### src/rtl/dma_timing_ctrl_pkg.sv
// Shared types, constants and state helpers for the DMA channel timing controller.
package dma_timing_ctrl_pkg;

  localparam int unsigned CNT_W_DEF = 16;

  localparam logic [1:0] XFER_ILLEGAL = 2'b11;
  localparam logic [1:0] MODE_ILLEGAL = 2'b11;

  typedef enum logic [2:0] {
    SI = 3'd0,
    S0 = 3'd1,
    S1 = 3'd2,
    S2 = 3'd3,
    S3 = 3'd4,
    S4 = 3'd5
  } dma_state_t;

  typedef enum logic [1:0] {
    VERIFY = 2'b00,
    WRITE  = 2'b01,
    READ   = 2'b10
  } xfer_t;

  typedef enum logic [1:0] {
    DEMAND = 2'b00,
    SINGLE = 2'b01,
    BLOCK  = 2'b10
  } op_mode_t;

  // Registered output payload; strobes and eop are active-low levels.
  typedef struct packed {
    logic hrq;
    logic dack;
    logic aen;
    logic adstb;
    logic ior;
    logic iow;
    logic memr;
    logic memw;
    logic eop;
    logic tc;
    logic addr_step;
    logic reload;
    logic mask_set;
    logic idle_cycle;
    logic active_cycle;
  } dma_out_t;

  localparam dma_out_t DMA_OUT_RESET = '{
    hrq:          1'b0,
    dack:         1'b0,
    aen:          1'b0,
    adstb:        1'b0,
    ior:          1'b1,
    iow:          1'b1,
    memr:         1'b1,
    memw:         1'b1,
    eop:          1'b1,
    tc:           1'b0,
    addr_step:    1'b0,
    reload:       1'b0,
    mask_set:     1'b0,
    idle_cycle:   1'b1,
    active_cycle: 1'b0
  };

  function automatic logic is_active(input dma_state_t s);
    return (s == S1) || (s == S2) || (s == S3) || (s == S4);
  endfunction

  function automatic logic is_idle(input dma_state_t s);
    return s == SI;
  endfunction

endpackage

### src/rtl/dma_timing_ctrl_if.sv
// Request/strobe bundle between the channel timing controller and its surroundings.
interface dma_timing_ctrl_if #(
  parameter int unsigned CNT_W = dma_timing_ctrl_pkg::CNT_W_DEF
);
  import dma_timing_ctrl_pkg::*;

  logic             dreq;
  logic             hlda;
  logic             ready;
  logic             eop_in_n;
  logic [1:0]       xfer_type;
  logic [1:0]       op_mode;
  logic             autoinit;
  logic [CNT_W-1:0] cur_count;
  logic             addr_hi_change;

  logic             hrq;
  logic             dack;
  logic             aen;
  logic             adstb;
  logic             ior;
  logic             iow;
  logic             memr;
  logic             memw;
  logic             eop;
  logic             tc;
  logic             addr_step;
  logic             reload;
  logic             mask_set;
  logic             idle_cycle;
  logic             active_cycle;
  dma_state_t       state;

  // Controller side
  modport slave (
    input  dreq, hlda, ready, eop_in_n, xfer_type, op_mode, autoinit,
           cur_count, addr_hi_change,
    output hrq, dack, aen, adstb, ior, iow, memr, memw, eop, tc,
           addr_step, reload, mask_set, idle_cycle, active_cycle, state
  );

  // Environment side (priority logic, CPU, register block, datapath)
  modport master (
    output dreq, hlda, ready, eop_in_n, xfer_type, op_mode, autoinit,
           cur_count, addr_hi_change,
    input  hrq, dack, aen, adstb, ior, iow, memr, memw, eop, tc,
           addr_step, reload, mask_set, idle_cycle, active_cycle, state
  );

endinterface

### src/rtl/dma_timing_ctrl.sv
// 8237A-style single-channel transfer timing FSM (SI, S0..S4). Every output is
// decoded from the next state and registered, so strobe edges line up with state entry.
module dma_timing_ctrl
  import dma_timing_ctrl_pkg::*;
#(
  parameter int unsigned CNT_W = CNT_W_DEF
) (
  input  logic             CLK,
  input  logic             RESET_N,
  dma_timing_ctrl_if.slave bus
);

  dma_state_t state_q, state_d;
  dma_out_t   out_q, out_d;
  logic       eop_ext_q, eop_ext_d;

  logic       xfer_legal;
  logic       mode_legal;
  logic       is_read;
  logic       is_write;
  logic       term;
  dma_state_t next_xfer;

  // Next-state and output decode
  always_comb begin
    state_d   = state_q;
    eop_ext_d = eop_ext_q;
    out_d     = DMA_OUT_RESET;

    xfer_legal = (bus.xfer_type != XFER_ILLEGAL);
    mode_legal = (bus.op_mode != MODE_ILLEGAL);
    is_read    = (bus.xfer_type == READ);
    is_write   = (bus.xfer_type == WRITE);
    // An EOP pin sample taken in this S4 terminates alongside an earlier latched one.
    term       = out_q.tc | eop_ext_q | ~bus.eop_in_n;
    next_xfer  = bus.addr_hi_change ? S1 : S2;

    case (state_q)
      SI: begin
        if (bus.dreq && xfer_legal && mode_legal) state_d = S0;
      end
      S0: begin
        if (bus.hlda) begin
          state_d = S1;
        end else if (!bus.dreq && (bus.op_mode != BLOCK)) begin
          state_d = SI;
        end
      end
      S1: state_d = S2;
      S2: state_d = S3;
      S3: begin
        if (bus.ready) state_d = S4;
      end
      S4: begin
        if (term) begin
          state_d        = SI;
          out_d.reload   = bus.autoinit;
          out_d.mask_set = ~bus.autoinit;
        end else if (bus.op_mode == BLOCK) begin
          state_d = next_xfer;
        end else if ((bus.op_mode == DEMAND) && bus.dreq) begin
          state_d = next_xfer;
        end else begin
          state_d = SI;
        end
      end
      default: state_d = SI;
    endcase

    out_d.hrq          = (state_d != SI);
    out_d.dack         = is_active(state_d);
    out_d.aen          = is_active(state_d);
    out_d.adstb        = (state_d == S1);
    out_d.memr         = ~(is_read  && ((state_d == S2) || (state_d == S3)));
    out_d.ior          = ~(is_write && ((state_d == S2) || (state_d == S3)));
    out_d.iow          = ~(is_read  && (state_d == S3));
    out_d.memw         = ~(is_write && (state_d == S3));
    out_d.addr_step    = (state_d == S4);
    out_d.tc           = (state_d == S4) && (bus.cur_count == CNT_W'(0));
    out_d.eop          = ~out_d.tc;
    out_d.idle_cycle   = is_idle(state_d);
    out_d.active_cycle = is_active(state_d);

    // External EOP latch: set by any low sample during S1..S4, cleared entering SI
    if (state_d == SI) begin
      eop_ext_d = 1'b0;
    end else if (is_active(state_q) && !bus.eop_in_n) begin
      eop_ext_d = 1'b1;
    end
  end

  always_ff @(posedge CLK or negedge RESET_N) begin
    if (!RESET_N) begin
      state_q   <= SI;
      out_q     <= DMA_OUT_RESET;
      eop_ext_q <= 1'b0;
    end else begin
      state_q   <= state_d;
      out_q     <= out_d;
      eop_ext_q <= eop_ext_d;
    end
  end

  assign bus.state        = state_q;
  assign bus.hrq          = out_q.hrq;
  assign bus.dack         = out_q.dack;
  assign bus.aen          = out_q.aen;
  assign bus.adstb        = out_q.adstb;
  assign bus.ior          = out_q.ior;
  assign bus.iow          = out_q.iow;
  assign bus.memr         = out_q.memr;
  assign bus.memw         = out_q.memw;
  assign bus.eop          = out_q.eop;
  assign bus.tc           = out_q.tc;
  assign bus.addr_step    = out_q.addr_step;
  assign bus.reload       = out_q.reload;
  assign bus.mask_set     = out_q.mask_set;
  assign bus.idle_cycle   = out_q.idle_cycle;
  assign bus.active_cycle = out_q.active_cycle;

endmodule

### src/flat_wrapper.sv
// flat-port wrapper written by rule: the top's interface ports become plain ports
module dma_timing_ctrl_flat import dma_timing_ctrl_pkg::*;
#(
  parameter int unsigned CNT_W = CNT_W_DEF
)
  (CLK, RESET_N, bus_dreq, bus_hlda, bus_ready, bus_eop_in_n, bus_xfer_type, bus_op_mode, bus_autoinit, bus_cur_count, bus_addr_hi_change, bus_hrq, bus_dack, bus_aen, bus_adstb, bus_ior, bus_iow, bus_memr, bus_memw, bus_eop, bus_tc, bus_addr_step, bus_reload, bus_mask_set, bus_idle_cycle, bus_active_cycle, bus_state);
  dma_timing_ctrl_if #(.CNT_W(CNT_W)) bus_i ();
  input  logic CLK;
  input  logic RESET_N;
  input wire logic [$bits(bus_i.dreq)-1:0] bus_dreq;
  input wire logic [$bits(bus_i.hlda)-1:0] bus_hlda;
  input wire logic [$bits(bus_i.ready)-1:0] bus_ready;
  input wire logic [$bits(bus_i.eop_in_n)-1:0] bus_eop_in_n;
  input wire logic [$bits(bus_i.xfer_type)-1:0] bus_xfer_type;
  input wire logic [$bits(bus_i.op_mode)-1:0] bus_op_mode;
  input wire logic [$bits(bus_i.autoinit)-1:0] bus_autoinit;
  input wire logic [$bits(bus_i.cur_count)-1:0] bus_cur_count;
  input wire logic [$bits(bus_i.addr_hi_change)-1:0] bus_addr_hi_change;
  output wire logic [$bits(bus_i.hrq)-1:0] bus_hrq;
  output wire logic [$bits(bus_i.dack)-1:0] bus_dack;
  output wire logic [$bits(bus_i.aen)-1:0] bus_aen;
  output wire logic [$bits(bus_i.adstb)-1:0] bus_adstb;
  output wire logic [$bits(bus_i.ior)-1:0] bus_ior;
  output wire logic [$bits(bus_i.iow)-1:0] bus_iow;
  output wire logic [$bits(bus_i.memr)-1:0] bus_memr;
  output wire logic [$bits(bus_i.memw)-1:0] bus_memw;
  output wire logic [$bits(bus_i.eop)-1:0] bus_eop;
  output wire logic [$bits(bus_i.tc)-1:0] bus_tc;
  output wire logic [$bits(bus_i.addr_step)-1:0] bus_addr_step;
  output wire logic [$bits(bus_i.reload)-1:0] bus_reload;
  output wire logic [$bits(bus_i.mask_set)-1:0] bus_mask_set;
  output wire logic [$bits(bus_i.idle_cycle)-1:0] bus_idle_cycle;
  output wire logic [$bits(bus_i.active_cycle)-1:0] bus_active_cycle;
  output wire logic [$bits(bus_i.state)-1:0] bus_state;
  assign bus_i.dreq = bus_dreq;
  assign bus_i.hlda = bus_hlda;
  assign bus_i.ready = bus_ready;
  assign bus_i.eop_in_n = bus_eop_in_n;
  assign bus_i.xfer_type = bus_xfer_type;
  assign bus_i.op_mode = bus_op_mode;
  assign bus_i.autoinit = bus_autoinit;
  assign bus_i.cur_count = bus_cur_count;
  assign bus_i.addr_hi_change = bus_addr_hi_change;
  assign bus_hrq = bus_i.hrq;
  assign bus_dack = bus_i.dack;
  assign bus_aen = bus_i.aen;
  assign bus_adstb = bus_i.adstb;
  assign bus_ior = bus_i.ior;
  assign bus_iow = bus_i.iow;
  assign bus_memr = bus_i.memr;
  assign bus_memw = bus_i.memw;
  assign bus_eop = bus_i.eop;
  assign bus_tc = bus_i.tc;
  assign bus_addr_step = bus_i.addr_step;
  assign bus_reload = bus_i.reload;
  assign bus_mask_set = bus_i.mask_set;
  assign bus_idle_cycle = bus_i.idle_cycle;
  assign bus_active_cycle = bus_i.active_cycle;
  assign bus_state = bus_i.state;
  dma_timing_ctrl #(.CNT_W(CNT_W)) u_core (.CLK(CLK), .RESET_N(RESET_N), .bus(bus_i));
endmodule
### config.mk
export PLATFORM = sky130hd
export DESIGN_NAME = dma_timing_ctrl_flat
export DESIGN_NICKNAME = d
export VERILOG_FILES = /design/src/rtl/dma_timing_ctrl_pkg.sv /design/src/rtl/dma_timing_ctrl_if.sv /design/src/rtl/dma_timing_ctrl.sv /design/src/flat_wrapper.sv
export SDC_FILE = /design/constraint.sdc
export NUM_CORES = 1
export LEC_CHECK = 0
export CAP_MARGIN = 20
export CORE_MARGIN = 4
export CORE_UTILIZATION = 45
export CTS_BUF_LIST = sky130_fd_sc_hd__clkbuf_2
export DETAILED_ROUTE_END_ITERATION = 6
export DONT_BUFFER_PORTS = 1
export PLACE_DENSITY = 0.69
export SYNTH_ARGS = -nofsm -noshare
export SYNTH_HDL_FRONTEND = slang
export SYNTH_SLANG_ARGS = --single-unit
### constraint.sdc
create_clock -name CLK -period 3.1 [get_ports CLK]
set_input_delay 0.155 -clock CLK [delete_from_list [all_inputs] [get_ports CLK]]
set_output_delay 0.155 -clock CLK [all_outputs]
set_load 0.02 [all_outputs]
# Word level (Yosys, flattened, before mapping)

Index checks and enable logic that the tools add are counted.

Flip-flop bits (word level): 17
Input bits: 28
Word-level logic and storage cells: 77

Equality and inequality tests: 15
Mux-type cells: 13
Bitwise gates (word level): 9
Reductions and logical operators: 25

Operator list:

| kind               | count |
|---|---|
| $mux 3             | 7 |
| $pmux 3 s6         | 1 |
| $logic_not 16->1   | 1 |
| $eq 3x2->1 const B | 4 |
| $eq 3x3->1 const B | 4 |
| $logic_and 1x1->1  | 10 |
| $logic_or 1x1->1   | 7 |
| $not 1->1          | 7 |
| $logic_not 3->1    | 2 |
| $ne 2x2->1 const B | 3 |
| $eq 2x2->1 const B | 2 |
| $mux 2             | 2 |
| $eq 3x1->1 const B | 1 |
| $mux 1             | 3 |
| $reduce_bool 3->1  | 1 |
| $eq 2x1->1 const B | 1 |
| $logic_not 1->1    | 2 |
| $logic_not 2->1    | 1 |
| $or 1x1->1         | 2 |
| $reduce_bool 2->1  | 1 |

# Logic depth before layout (Yosys ltp)

Gate-level depths: netlist of the first run.

Depth in word-level cells: 10
Mapped depth: 6
Depth with buffers taken out: 5

# Worst setup path before layout of the first run

No wires, ideal clock.

Kind: register -> register
Start: register u_core.state_q[1] (netlist: u_core.bus.state[1])
End: register u_core.out_q (netlist bit u_core.bus.ior)
Library setup time: 0.060 ns
Arrival time: 1.495 ns
Required time: 3.040 ns
Setup slack: 1.545 ns
Cell stages (with the launch flop): 7
Clock period less this slack: 1.555 ns
Cells stage by stage: dfrtp_1 buf_2 nand3b_1 a21oi_1 a221oi_4 mux2_4 nand2_1

RTL lines:

| what                   | line                  | text |
|---|---|---|
| from (decl)            | dma_timing_ctrl.sv:13 | `dma_state_t state_q, state_d;` |
| from (signal assigned) | dma_timing_ctrl.sv:98 | `state_q <= state_d;` |
| to (signal assigned)   | dma_timing_ctrl.sv:99 | `out_q <= out_d;` |
| to (decl)              | dma_timing_ctrl.sv:14 | `dma_out_t out_q, out_d;` |

==> metrics.md, run 1 <==
| Metric | Value |
|---|---|
| F_max | 510 MHz |
| Vias in the first global route | 610 |
| Clock buffer depth | 2 |
| Placed insts | 94 |
| Post-synth top area share | 0.334 |
| Avg Cell Area, Syn | around 11 um2 |
| # hold bufs at CTS | 10 |
| Largest net degree at the start of global routing | 18 |
| Crit share post-route | 0.632 |
| Startpoint Class | flip-flop |
| Hold path start | bus_cur_count[9] |
| Largest delay share family, worst path | simple AND/OR/NAND/NOR gates |
| NumNets Final | 112 |
| Final setup fails | 0 |
| CTS clock-pin slew for the worst setup and hold paths | 0.16 ns |
| Die H | 50.8 um |
| Top cells by count, synth | dfrtp_1 (11), dfstp_2 (6), inv_1 (5) |
| Worst Path Arrival | 2.19 ns |
| Worst Path Buf+Inv | 1 |
| Crit path max fanout | 12 |
| Final hold vios | 0 |
| Cell variety after synth | 32 |
| Starting density of the core | 0.478 |
| Clk_lat worst skew | 0.29 ns |
| RSZ-0062 raised after global routing | false |
| Routed vias | 596 |
| # rows | 15 |
| CP Launch Point | u_core.bus.state[1] |
| Sequential cell area fraction in the yosys report | 0.525 |
| DR iter-0 viols | 15 |
| Residual DRC | 0 |
| Peak VDD IR | about 0.35 mV |
| Crit. End Element | flip-flop |
| Minimum clock period | slightly below 2 ns |
| Routed length per placed instance | 15.9 um |
| Max reg flops | 3 |
| Htree depth | 1 |
| FF-to-FF Start | u_core.bus.state[1] |
| Placeable Area | 1730 um2 |
| Total Wirelength | about 1700 um |
| Setup tns final | 0 ns |
| Port bufs | 0 |
| Critical path class | flip-flop to flip-flop |
| Synth Instances | 73 |
| Slew Viols, Final | 0 |
| Seq cells post-synth | 17 |
| CP required | 3.33 ns |
| ANT cells | 0 |
| Setup Buffers After CTS | 0 |
| Outcome | finished clean |
| Largest cells by area after synthesis | dfrtp_1 (33%), dfstp_2 (19%), a221oi_4 (3.2%) |
| I/O pins | between 40 and 50 |
| Leakage | 0.404 nW |
| Most used standard cell by instance count after synthesis | dfrtp_1 |
| Initial antenna violation count | 0 |
| Layout cell share with drive strength beyond 1 | 0.205 |
| Post-Layout Cell Count | 108 |
| Total gr overflow | 0 |
| Mapped cell area | roughly 800 um2 |
| DP HPWL | 1280 um |
| Synth area leader | dfrtp_1 |
| Power Dens Cells | 844 nW/um2 |
| Slowest cell delay on critical path | 0.59 ns |
| Antenna Violating Nets Remaining | 0 |
| Final Skew | about 0.0069 ns |
| EDFF count, synth | 0 |
| Yosys warns | 0 |
| Die W | 50.8 um |
| Critical-path cell list | or2_4, nor2_1, and3_1, nand3_1, dlygate4sd3_1 |
| Asr flop ratio synth | 1.00 |
| Main synth FF type | dfrtp_1 |
| CTS tree | yes |
| First-pass GRT wire length | 2870 um |
| # resized after CTS | 0 |
| Die area | 2580 um2 |
| Clock Sinks | 17 |
| Vias per Instance | 5.52 |
| Hold crit path type | input port to flip-flop |
| Final GP Congestion | 0.735 |
| Total of max-cap violations | 0 |
| Total CTS buffers | 3 |
| Total GRT Usage | 0.152 |
| Worst-margin pin slew | 0.734 ns |
| Post-synth net total | about 100 |
| Relative slew margins | 0.509 |
| Layout overhead on the synthesized area | 15.0% |
| Clk root buf | clkbuf_2 |
| Critical-path top delay cell | dfrtp_1 |
| Total iterations of the first detailed-routing run | 4 |
cell usage in the layout, fill, tap and decap left out, drive strengths merged:
cell,synthesis,layout
mux2,1,1
dfrtp,11,11
a211oi,3,3
o2111ai,1,1
nor2b,2,2
nor2,4,4
nor4,4,4
nand2b,2,2
inv,5,5
and2,1,1
clkbuf,0,4
nor4bb,1,1
a21oi,3,3
a221oi,1,1
nor4b,1,1
and3,2,2
or2,2,2
nand2,4,4
a22oi,1,1
o21ai,2,2
o21a,2,2
dlygate4sd3,0,10
dfstp,6,6
nand3b,2,2
mux2i,1,1
o21bai,1,1
a21o,2,2
nand3,3,3
nor3b,1,1
metrics by stage:
step	power [mW]	utilization	hold WS (ns)	setup slack, ns	area [um2]
after floorplan	0.666	-	-0.141	1.54	825
after global placement	0.680	0.480	-0.140	1.39	828
after detailed placement	0.695	0.480	-0.140	1.31	828
after CTS	0.807	0.549	0.0127	1.14	948
after global routing	0.854	0.549	0.0284	1.02	948
final	0.800	0.549	0.0386	1.14	948
power by group:
part	switching [mW]	leakage [nW]	total, mW	internal, mW
sequential	0.156	0.208	0.444	0.288
clock	0.0660	0.0166	0.100	0.0342
combinational	0.127	0.180	0.256	0.129
total	0.349	0.404	0.800	0.452
layer usage:
layer  global-route usage  wire (um)  up-vias  share of wire
met3               0.0504        237        2           0.14
met4               0.0807         16        0         0.0093
met5                    0          0        -              0
met2                0.241        754       43           0.44
li1                     -          -      281              -
met1                0.182        713      270           0.41
logic make-up (layout without fill, tap and decap cells):
logic type	Yosys count	in the layout	synth area share
AO/OA/AOI/OAI	16	16	0.159
buffers and inverters	9	19	0.0561
flip-flops	17	17	0.525
multiplexers	2	2	0.0303
AND/OR/NAND/NOR	29	29	0.229
final cells by class:
type / instances / area [um2]
Fill cell: 155 / 778
Sequential cell: 17 / 433
Multi-Input combinational cell: 47 / 345
Timing Repair Buffer: 10 / 100
Tap cell: 25 / 31.3
Clock buffer: 4 / 20.0
Inverter: 5 / 18.8
worst register-to-register path: cells and delay by family (launching register included):
family                 cells  cell delay, ns
and+or+nand+nor            4            0.74
DFF                        1            0.59
buffers and inverters      1            0.57
path summary, 6_finish.rpt:
path / depth (start not counted) / to / slack, ns
max: 5 / u_core.bus.eop / 1.14
min: 3 / u_core.bus.tc / 0.04
max reg2reg: 5 / u_core.bus.eop / 1.14
min reg2reg: 1 / u_core.eop_ext_q / 0.52
max in group asynchronous: 1 / u_core.eop_ext_q / 2.29
min in group asynchronous: 1 / u_core.bus.state[1] / 0.35
No activity file was read; power rests on OpenSTA's default activity.
==> inputs of run 2 (changes only) <==
==> constraint.sdc (replaced) <==
create_clock -name CLK -period 1.89 [get_ports CLK]
set_input_delay 0.0945 -clock CLK [delete_from_list [all_inputs] [get_ports CLK]]
set_output_delay 0.0945 -clock CLK [all_outputs]
set_load 0.02 [all_outputs]
==> run 2 against run 1 <==
Effect of this change: first-iteration DRC count down 67%; via count up 5.7%; design area up 6.5%.
==> metrics.md, run 2 (same netlist as run 1, synthesis figures left out) <==
| Metric | Value |
|---|---|
| Outcome | finished clean |
| Total of max-cap violations | 0 (unchanged) |
| Residual DRC | 0 (unchanged) |
| Total iterations of the first detailed-routing run | 4 (unchanged) |
| Final setup fails | 0 (unchanged) |
| RSZ-0062 raised after global routing | false |
| Slew Viols, Final | 0 (unchanged) |
| CP Launch Point | u_core.bus.state[1] |
| Routed length per placed instance | 15.1 um (-5.5%) |
| Vias in the first global route | 625 (+2.5%) |
| Die H | 50.8 um (unchanged) |
| Met3 WL post-DR | 220 um (-7.2%) |
| I/O pins | 46 (unchanged) |
| Starting density of the core | 0.478 (unchanged) |
| Crit share post-route | 0.889 (+0.256) |
| Antenna Violating Nets Remaining | 0 (unchanged) |
| Clock Sinks | 17 (unchanged) |
| Footprint of the multi-input gates | 345 um2 (unchanged) |
| Reg2Reg Capture Point | u_core.bus.mask_set |
| Final GP Congestion | 0.752 (+2.4%) |
| FF-to-FF Start | u_core.bus.state[1] |
| Port bufs | 0 (unchanged) |
| Layout cell share with drive strength beyond 1 | 0.244 (+0.0396) |
| Crit. End Element | flip-flop |
| Power Dens Cells | 1350 nW/um2 (+60%) |
| Clock buffer depth | 2 (unchanged) |
| Relative slew margins | 0.507 (-0.00225) |
| Largest net degree at the start of global routing | 18 (unchanged) |
| Critical-path cell list | nand3b_1, a211oi_1, dlygate4sd3_1 |
| Total Wirelength | 1730 um (+0.64%) |
| Vias per Instance | 5.48 (-0.73%) |
| DP HPWL | 1270 um (-0.84%) |
| Die area | 2580 um2 (unchanged) |
| Minimum clock period | 1.68 ns (-0.280 ns) |
| NumNets Final | 119 (+6.3%) |
| Reg area | 434 um2 (+0.29%) |
| Hold crit path type | input port to flip-flop |
| Initial antenna violation count | 0 (unchanged) |
| CTS clock-pin slew for the worst setup and hold paths | 0.15 ns (about the same) |
| Uppermost layer routed | met4 |
| Critical path class | flip-flop to flip-flop |
| ANT cells | 0 (unchanged) |
| WHS Path Cells | 3 (unchanged) |
| Total GRT Usage | 0.151 (-0.00150) |
| Critical-path top delay cell | dlygate4sd3_1 |
| Placeable Area | 1730 um2 (unchanged) |
| Total gr overflow | 0 (unchanged) |
| Setup tns final | 0 ns (unchanged) |
| Hold path start | bus_cur_count[10] |
| Slowest cell delay on critical path | 0.57 ns (-0.02 ns) |
| R2R Setup Slk | 0.21 ns (-0.93 ns) |
| Leading cell types in the layout, fill and taps excluded | dlygate4sd3_1 (13), dfrtp_1 (10), dfstp_2 (6) |
| Routed vias | 630 (+5.7%) |
| Htree depth | 1 (unchanged) |
| Max reg flops | 3 (unchanged) |
| Met2 WL | 716 um (-5.0%) |
| Die W | 50.8 um (unchanged) |
| Startpoint Class | flip-flop |
| R2r worst-path depth | 3 (-2) |
| Leakage | 0.442 nW (+9.5%) |
| Worst-margin pin slew | 0.737 ns (+0.00337 ns) |
| Peak VDD IR | 0.618 mV (+75%) |
| Clk_lat worst skew | 0.30 ns (about the same) |
| Clk root buf | clkbuf_2 |
| Crit path to | u_core.bus.mask_set |
| Commonest non-fill, non-tap cell in the layout | dlygate4sd3_1 |
| DR iter-0 viols | 5 (-10) |
| F_max | 595 MHz (+17%) |
| Total power | 1.37 mW (+71%) |
| CTS tree | yes |
| # rows | 15 (unchanged) |
| Final hold vios | 0 (unchanged) |
| Worst Path Arrival | 1.92 ns (-0.27 ns) |
| Final Skew | 0.00889 ns (+0.00198 ns) |
| Wl on met1 | 772 um (+8.3%) |
| Total CTS buffers | 3 (unchanged) |
| CP required | 2.13 ns (-1.20 ns) |
| First-pass GRT wire length | 2820 um (-1.7%) |
| Crit path max fanout | 12 (unchanged) |
| Setup Buffers After CTS | 0 (unchanged) |
| Fill count | 142 (-8.4%) |
| Layout overhead on the synthesized area | 22.5% |
[run 2: cell types whose count changed in the layout (fill, tap and decap cells not counted)]
cell / change
buf_4: +4
dfrtp_1: -1
dfrtp_2: +1
dlygate4sd3_1: +3
[run 2: cell type report]
cell class	count	share of cell area
clock buffer	4	0.0198
tap	25	0.0310
sequential	17	0.430
inverter	5	0.0186
timing repair buffer	17	0.159
multi-input combinational	47	0.342
[run 2: report_power, final]
| group | switching [mW] | total [mW] | internal (mW) |
|---|---|---|---|
| Combinational | 0.252 | 0.511 | 0.259 |
| Clock | 0.108 | 0.164 | 0.0561 |
| Sequential | 0.216 | 0.691 | 0.475 |
[run 2: metrics by stage]
stage	std cells	utilization	instance area [um2]	setup slack (ns)	hold WS, ns
CTS	114	0.578	998	0.167	0.00481
floorplan	73	-	825	0.335	-0.201
detailed placement	98	0.497	858	0.290	-0.201
global placement	98	0.497	858	0.290	-0.201
global route	115	0.585	1010	0.0609	0.101
finish	115	0.585	1010	0.211	0.0937
[run 2: worst min-delay path by stage]
| stage | endpoint | slack (ns) |
|---|---|---|
| after global routing | u_core.bus.eop | 0.10 |
| final | u_core.bus.eop | 0.09 |
| after floorplan | u_core.bus.addr_step | -0.20 |
| after CTS | u_core.bus.iow | 0.005 |
| after detailed placement | u_core.bus.state[2] | -0.20 |
| after global placement | u_core.bus.adstb | -0.20 |
[run 2: worst max-delay path, delay by kind of cell, from the launching register on]
kind                   cells  cell delay [ns]
buffers and inverters      1             0.57
AOI/OAI and AO/OA          1             0.24
DFF                        1             0.53
and+or+nand+nor            1             0.28
[run 2: repair_timing]
action | CTS | global route
endpoints found under the setup margin | 0 | 1
hold buffers | 12 | 1
endpoints found under the hold margin | 27 | 1
resized for setup | 0 | 1
[run 2: layer usage]
metal / track usage / up-vias
met5: 0 / -
met4: 0.0942 / 0
met3: 0.0534 / 3
met2: 0.226 / 42
met1: 0.183 / 291
li1: - / 294
